**config.mk**
```make
export PLATFORM = sky130hd
export DESIGN_NAME = mcp3008_emu
export DESIGN_NICKNAME = d
export VERILOG_FILES = /design/src/rtl/mcp3008_emu.sv
export SDC_FILE = /design/constraint.sdc
export NUM_CORES = 1
export LEC_CHECK = 0
export ABC_AREA = 0
export CAP_MARGIN = 40
export CORE_AREA = 2 2 117 62
export DETAILED_ROUTE_END_ITERATION = 10
export DIE_AREA = 0 0 119 64
export MAX_ROUTING_LAYER = met4
export PLACE_DENSITY = 0.75
export SYNTH_ARGS = -nofsm -noshare
export SYNTH_HDL_FRONTEND = slang
export SYNTH_SLANG_ARGS = --single-unit
```
**constraint.sdc**
```tcl
create_clock -name CLK50 -period 2.15 [get_ports CLK50]
set_input_delay 0.3225 -clock CLK50 [delete_from_list [all_inputs] [get_ports CLK50]]
set_output_delay 0.3225 -clock CLK50 [all_outputs]
set_load 0.02 [all_outputs]
```
**src/rtl/mcp3008_emu.sv**
```systemverilog
// MCP3008 SPI responder: answers ADC reads with per-channel codes from ch_data, all logic in CLK50.
// Latency: MISO/MISO_oe follow a raw SCLK fall by SYNC_STAGES+1 cycles; no backpressure, master paces everything.
module mcp3008_emu #(
  parameter int N           = 10,
  parameter int NCH         = 8,
  parameter int SYNC_STAGES = 2
) (
  input  logic                    CLK50,
  input  logic                    reset_n,
  input  logic                    SCLK,
  input  logic                    CS_n,
  input  logic                    MOSI,
  output logic                    MISO,
  output logic                    MISO_oe,
  input  logic [NCH-1:0][N-1:0]   ch_data,
  output logic                    conv_done,
  output logic [2:0]              conv_chan,
  output logic                    conv_sgl
);

  localparam int CW = ($clog2(N) < 2) ? 2 : $clog2(N);

  localparam logic [2:0] IDLE       = 3'd0;
  localparam logic [2:0] WAIT_START = 3'd1;
  localparam logic [2:0] CMD        = 3'd2;
  localparam logic [2:0] SAMPLE     = 3'd3;
  localparam logic [2:0] NULLB      = 3'd4;
  localparam logic [2:0] DATA       = 3'd5;
  localparam logic [2:0] TRAIL      = 3'd6;

  logic [SYNC_STAGES-1:0] sclk_sync_q, sclk_sync_d;
  logic [SYNC_STAGES-1:0] cs_sync_q, cs_sync_d;
  logic [SYNC_STAGES-1:0] mosi_sync_q, mosi_sync_d;
  logic                   sclk_prev_q, sclk_prev_d;
  logic [2:0]             state_q, state_d;
  logic [CW-1:0]          cnt_q, cnt_d;
  logic [3:0]             cmd_q, cmd_d;
  logic [N-1:0]           sample_q, sample_d;
  logic                   miso_q, miso_d;
  logic                   miso_oe_q, miso_oe_d;
  logic                   conv_done_q, conv_done_d;
  logic [2:0]             conv_chan_q, conv_chan_d;
  logic                   conv_sgl_q, conv_sgl_d;

  logic         sclk_s, cs_s, mosi_s, sclk_rise, sclk_fall;
  logic [3:0]   cmd_full;
  logic [N-1:0] sel_code;

  assign sclk_s    = sclk_sync_q[SYNC_STAGES-1];
  assign cs_s      = cs_sync_q[SYNC_STAGES-1];
  assign mosi_s    = mosi_sync_q[SYNC_STAGES-1];
  assign sclk_rise = sclk_s & ~sclk_prev_q;
  assign sclk_fall = ~sclk_s & sclk_prev_q;
  assign cmd_full  = {cmd_q[2:0], mosi_s};

  // Channels at or above NCH read as zero.
  always_comb begin
    sel_code = '0;
    for (int i = 0; i < NCH; i++) begin
      if (int'(cmd_full[2:0]) == i) sel_code = ch_data[i];
    end
  end

  always_comb begin
    sclk_sync_d = {sclk_sync_q[SYNC_STAGES-2:0], SCLK};
    cs_sync_d   = {cs_sync_q[SYNC_STAGES-2:0], CS_n};
    mosi_sync_d = {mosi_sync_q[SYNC_STAGES-2:0], MOSI};
    sclk_prev_d = sclk_s;
    state_d     = state_q;
    cnt_d       = cnt_q;
    cmd_d       = cmd_q;
    sample_d    = sample_q;
    miso_d      = miso_q;
    miso_oe_d   = miso_oe_q;
    conv_done_d = 1'b0;
    conv_chan_d = conv_chan_q;
    conv_sgl_d  = conv_sgl_q;

    // Deselect overrides any SCLK edge seen in the same cycle.
    if (state_q != IDLE && cs_s) begin
      state_d   = IDLE;
      miso_d    = 1'b0;
      miso_oe_d = 1'b0;
    end else begin
      case (state_q)
        IDLE: begin
          miso_d    = 1'b0;
          miso_oe_d = 1'b0;
          if (!cs_s) state_d = WAIT_START;
        end
        WAIT_START: begin
          if (sclk_rise && mosi_s) begin
            state_d = CMD;
            cnt_d   = '0;
          end
        end
        CMD: begin
          if (sclk_rise) begin
            cmd_d = cmd_full;
            if (cnt_q == CW'(3)) begin
              sample_d = cmd_full[3] ? sel_code : '0;
              state_d  = SAMPLE;
            end else begin
              cnt_d = cnt_q + CW'(1);
            end
          end
        end
        SAMPLE: begin
          if (sclk_rise) state_d = NULLB;
        end
        NULLB: begin
          if (sclk_fall) begin
            miso_oe_d = 1'b1;
            miso_d    = 1'b0;
            cnt_d     = CW'(N-1);
            state_d   = DATA;
          end
        end
        DATA: begin
          if (sclk_fall) begin
            miso_d = sample_q[cnt_q];
            if (cnt_q == '0) begin
              conv_done_d = 1'b1;
              conv_chan_d = cmd_q[2:0];
              conv_sgl_d  = cmd_q[3];
              state_d     = TRAIL;
            end else begin
              cnt_d = cnt_q - CW'(1);
            end
          end
        end
        TRAIL: begin
          if (sclk_fall) miso_d = 1'b0;
        end
        default: state_d = IDLE;
      endcase
    end
  end

  always_ff @(posedge CLK50 or negedge reset_n) begin
    if (!reset_n) begin
      sclk_sync_q <= '0;
      cs_sync_q   <= '1;
      mosi_sync_q <= '0;
      sclk_prev_q <= 1'b0;
      state_q     <= IDLE;
      cnt_q       <= '0;
      cmd_q       <= '0;
      sample_q    <= '0;
      miso_q      <= 1'b0;
      miso_oe_q   <= 1'b0;
      conv_done_q <= 1'b0;
      conv_chan_q <= '0;
      conv_sgl_q  <= 1'b0;
    end else begin
      sclk_sync_q <= sclk_sync_d;
      cs_sync_q   <= cs_sync_d;
      mosi_sync_q <= mosi_sync_d;
      sclk_prev_q <= sclk_prev_d;
      state_q     <= state_d;
      cnt_q       <= cnt_d;
      cmd_q       <= cmd_d;
      sample_q    <= sample_d;
      miso_q      <= miso_d;
      miso_oe_q   <= miso_oe_d;
      conv_done_q <= conv_done_d;
      conv_chan_q <= conv_chan_d;
      conv_sgl_q  <= conv_sgl_d;
    end
  end

  assign MISO      = miso_q;
  assign MISO_oe   = miso_oe_q;
  assign conv_done = conv_done_q;
  assign conv_chan = conv_chan_q;
  assign conv_sgl  = conv_sgl_q;

endmodule

```
==> impl_summary.log <==
INFO  metric finalHoldViolCount = 0
INFO  metric width_of_the_chip = 119 µm
INFO  metric outcome = finished with violations
INFO  metric p_leak = 1.51 nW
INFO  metric failed_checks = setup timing
INFO  metric gp_congestion = 0.905
INFO  metric grt_first_pass_wirelength = 12,200 µm
INFO  metric worst_clock_skew = 7.36 ps
INFO  metric antenna-diode-count = 0
INFO  metric setup_repair_after_global_routing_missed_its_margin = yes
INFO  metric syn_area = 2630 µm²
INFO  metric port-buffer-count = 91
INFO  metric cts.reportedPaths.clkPinSlew = 60 ps
INFO  metric crit_arrival = 2360 ps
INFO  metric layout.core_utilization = 58.3%
INFO  metric rr_worst_depth = 4
INFO  metric htree_num_levels = 2
INFO  metric synth_top_area_share = 31.4%
INFO  metric drt.antenna.violating_nets = 0
INFO  metric synth_nets = 371
INFO  metric grt_max_degree = 53
INFO  metric viasPerCell = 5.80
INFO  metric die_area = 7620 µm²
INFO  metric vdd_drop_max = 0.000354 V
INFO  metric postSynthRegisterBits = 35
INFO  metric worstMarginPinSlew = 686 ps
INFO  metric io-pin-count = 92
INFO  metric number_of_cell_rows = 21
INFO  metric power_per_cell_area = 736 nW/µm²
INFO  metric min-delay-path-class = flip-flop to flip-flop
INFO  metric detailroute.via_count = 2,663
INFO  metric maxUsedRoutingLayer = met4
INFO  metric setup_slack = -4.14 ps
INFO  metric met3_length = 402 µm
INFO  metric netlist_top_cells_count = dfrtp_1, nand2_1, mux2i_1
INFO  metric synth_enable_flop_cells = 0
INFO  metric clk_root_buffer_cell = clkbuf_16
INFO  metric tritoncts = done
INFO  metric nFillCells = 566
INFO  metric post-place-cells = 448
INFO  metric layout.area.seq = 883 µm²
INFO  metric syn_avg_cell_area = 9.22 µm²
INFO  metric cts.path.max_buffers = 2
INFO  metric via_count_of_the_first_global_routing_pass = 2,554
INFO  metric period_minus_slack = 2150 ps
INFO  metric synth_async_sr_flop_share = 100%
INFO  metric globalRouteOverflowTotal = 0
INFO  metric fin_setup_tns = -4.14 ps
INFO  metric clk_latency_worst_skew_pair = 280 ps
INFO  metric crit_type = flip-flop to flip-flop
INFO  metric antenna_found_initial = 0
INFO  metric fin_crit_sh = 100%
INFO  metric tritoncts.num_buffers = 5
INFO  metric postRouteWirelength = 7750 µm
INFO  metric multiInputGateArea = 1620 µm²
INFO  metric core_region_area = 6540 µm²
INFO  metric synth_seq_area_share = 33.4%
INFO  metric fin_max_slew_vios = 0
INFO  metric initial_core_util = 40.2%
INFO  metric postSynthCellCount = 285
INFO  metric synthTopCellsByArea = dfrtp_1, mux2i_1, nand2_1
INFO  metric synth_ff_type = dfrtp_1
INFO  metric worstPathMaxFanout = 7
INFO  metric critical_path.startpoint = cnt_q[1]
INFO  metric worst_setup_path_endpoint = sample_q[1]
INFO  metric crit-reg2reg-launch = cnt_q[1]
INFO  metric cap_violations = 0
INFO  metric layout.nets = 452
INFO  metric final_layout_size_suffix_gt1_share = 16.1%
INFO  metric wl_met2 = 3760 µm
INFO  metric routed_wire_length_per_instance = 16.9 µm
INFO  metric ff2ff_setup_slack = -4 ps
INFO  metric required_time_worst_endpoint = 2350 ps
INFO  metric yosys.cell_types.count = 54
INFO  metric fmaxAchievable = 0.464 GHz
INFO  metric drt_iter0_drc = 225
INFO  metric final-setup-viol-count = 1
INFO  metric slew_headroom = 54.2%
INFO  metric detailedPlacementHpwl = 5450 µm
INFO  metric drc = 0
INFO  metric cell_with_the_most_instances_after_synthesis = dfrtp_1
INFO  metric synth_top_cell_by_area = dfrtp_1
INFO  metric holdCritStartpoint = sclk_sync_q[0]
INFO  metric yosysWarnings = 0
INFO  metric die_h = 64 µm
INFO  metric final_cell_count_no_fill = 459
INFO  metric timing.rr.end = sample_q[1]
INFO  metric numClockSinks = 35
INFO  metric flow.area_growth_from_synthesis = 45.2%
INFO  metric finalHoldWorstSlack = 353 ps
INFO  metric grtUsageTotal = 20.4%
INFO  metric ctsHoldBuffers = 0
INFO  metric end_kind = flip-flop
INFO  metric detail_route.wirelength.met1 = 3520 µm
INFO  metric crit_path_start_kind = flip-flop
INFO  metric count_of_tritonroute_iterations_in_the_first_routing_pass = 5
## final cells by class
type / instances / area share (%)
flip-flops and latches: 35 / 23.2
repair buffers: 103 / 26.9
clock buffers: 5 / 3.28
multi-input cells: 215 / 42.4
well taps: 92 / 3.02
clock inverters: 3 / 0.623
inverters: 6 / 0.590
## placed cells by master (no fill, tap or decap), types with 5 or more instances in the layout
master,count
clkdlybuf4s50_1,91
dfrtp_1,29
nand2_1,27
mux2i_1,22
o21ai_0,15
a21oi_1,13
a22oi_1,11
a21o_1,10
or3b_2,10
a221oi_1,10
o2bb2ai_1,10
a211o_1,10
buf_4,10
o21ai_2,9
inv_1,6
nand2b_1,6
mux2_2,6
clkbuf_16,5
## report_power, final
part	switching, W	internal, W
sequential	0.000105	0.000726
clock	0.000292	0.000433
combinational	0.000636	0.000617
total	0.00103	0.00178
## through the flow
step / power (W) / setup WS, ps / instance area, µm²
after detailed placement: 0.00205 / 75.7 / 3630
after floorplan: 0.00162 / 133 / 2630
after CTS: 0.00278 / 37.0 / 3780
final: 0.00281 / -4.14 / 3810
after global placement: 0.00201 / 122 / 3630
after global routing: 0.00297 / -35.1 / 3810
## state kept, by name, summed over array words and instances, names as in the netlist
name,flops
MISO,1
MISO_oe,1
cmd_q,4
cnt_q,4
conv_chan,3
conv_done,1
conv_sgl,1
cs_sync_q,2
mosi_sync_q,2
sample_q,10
sclk_prev_q,1
sclk_sync_q,2
state_q,3
## critical path, cell delays in order, from the launching register on
cell and delay (ps):
dfrtp_2 420, or4bb_4 600, or4_4 600, a211o_1 320, o21ai_2 140
## worst min-delay path by stage
stage	slack, ps	cells after the start	end
final	350	0	sclk_sync_q[1]
after global routing	360	0	cs_sync_q[1]
after CTS	360	0	sclk_sync_q[1]
after detailed placement	340	0	sclk_sync_q[1]
after global placement	330	0	mosi_sync_q[1]
after floorplan	30	0	MISO
## metal layers
| layer | up-vias | track usage (%) |
|---|---|---|
| met3 | 8 | 3.13 |
| met4 | 0 | 5.80 |
| met5 | - | - |
| met2 | 88 | 33.3 |
| li1 | 1274 | - |
| met1 | 1293 | 26.5 |
## cells by family after synthesis
family / count (synthesis) / share of synthesized area, %
mux: 30 / 12.7
compound gates: 114 / 32.2
flops: 35 / 33.4
xor+xnor: 1 / 0.333
fa+ha+maj: 1 / 0.476
simple gates: 67 / 15.0
buf+inv: 37 / 5.95
## timing repair
item	in CTS	in global routing
gates resized for setup	0	7
buffers inserted	0	1
setup endpoints to repair	0	7
Note: power is estimated with default switching activity, not from simulation.
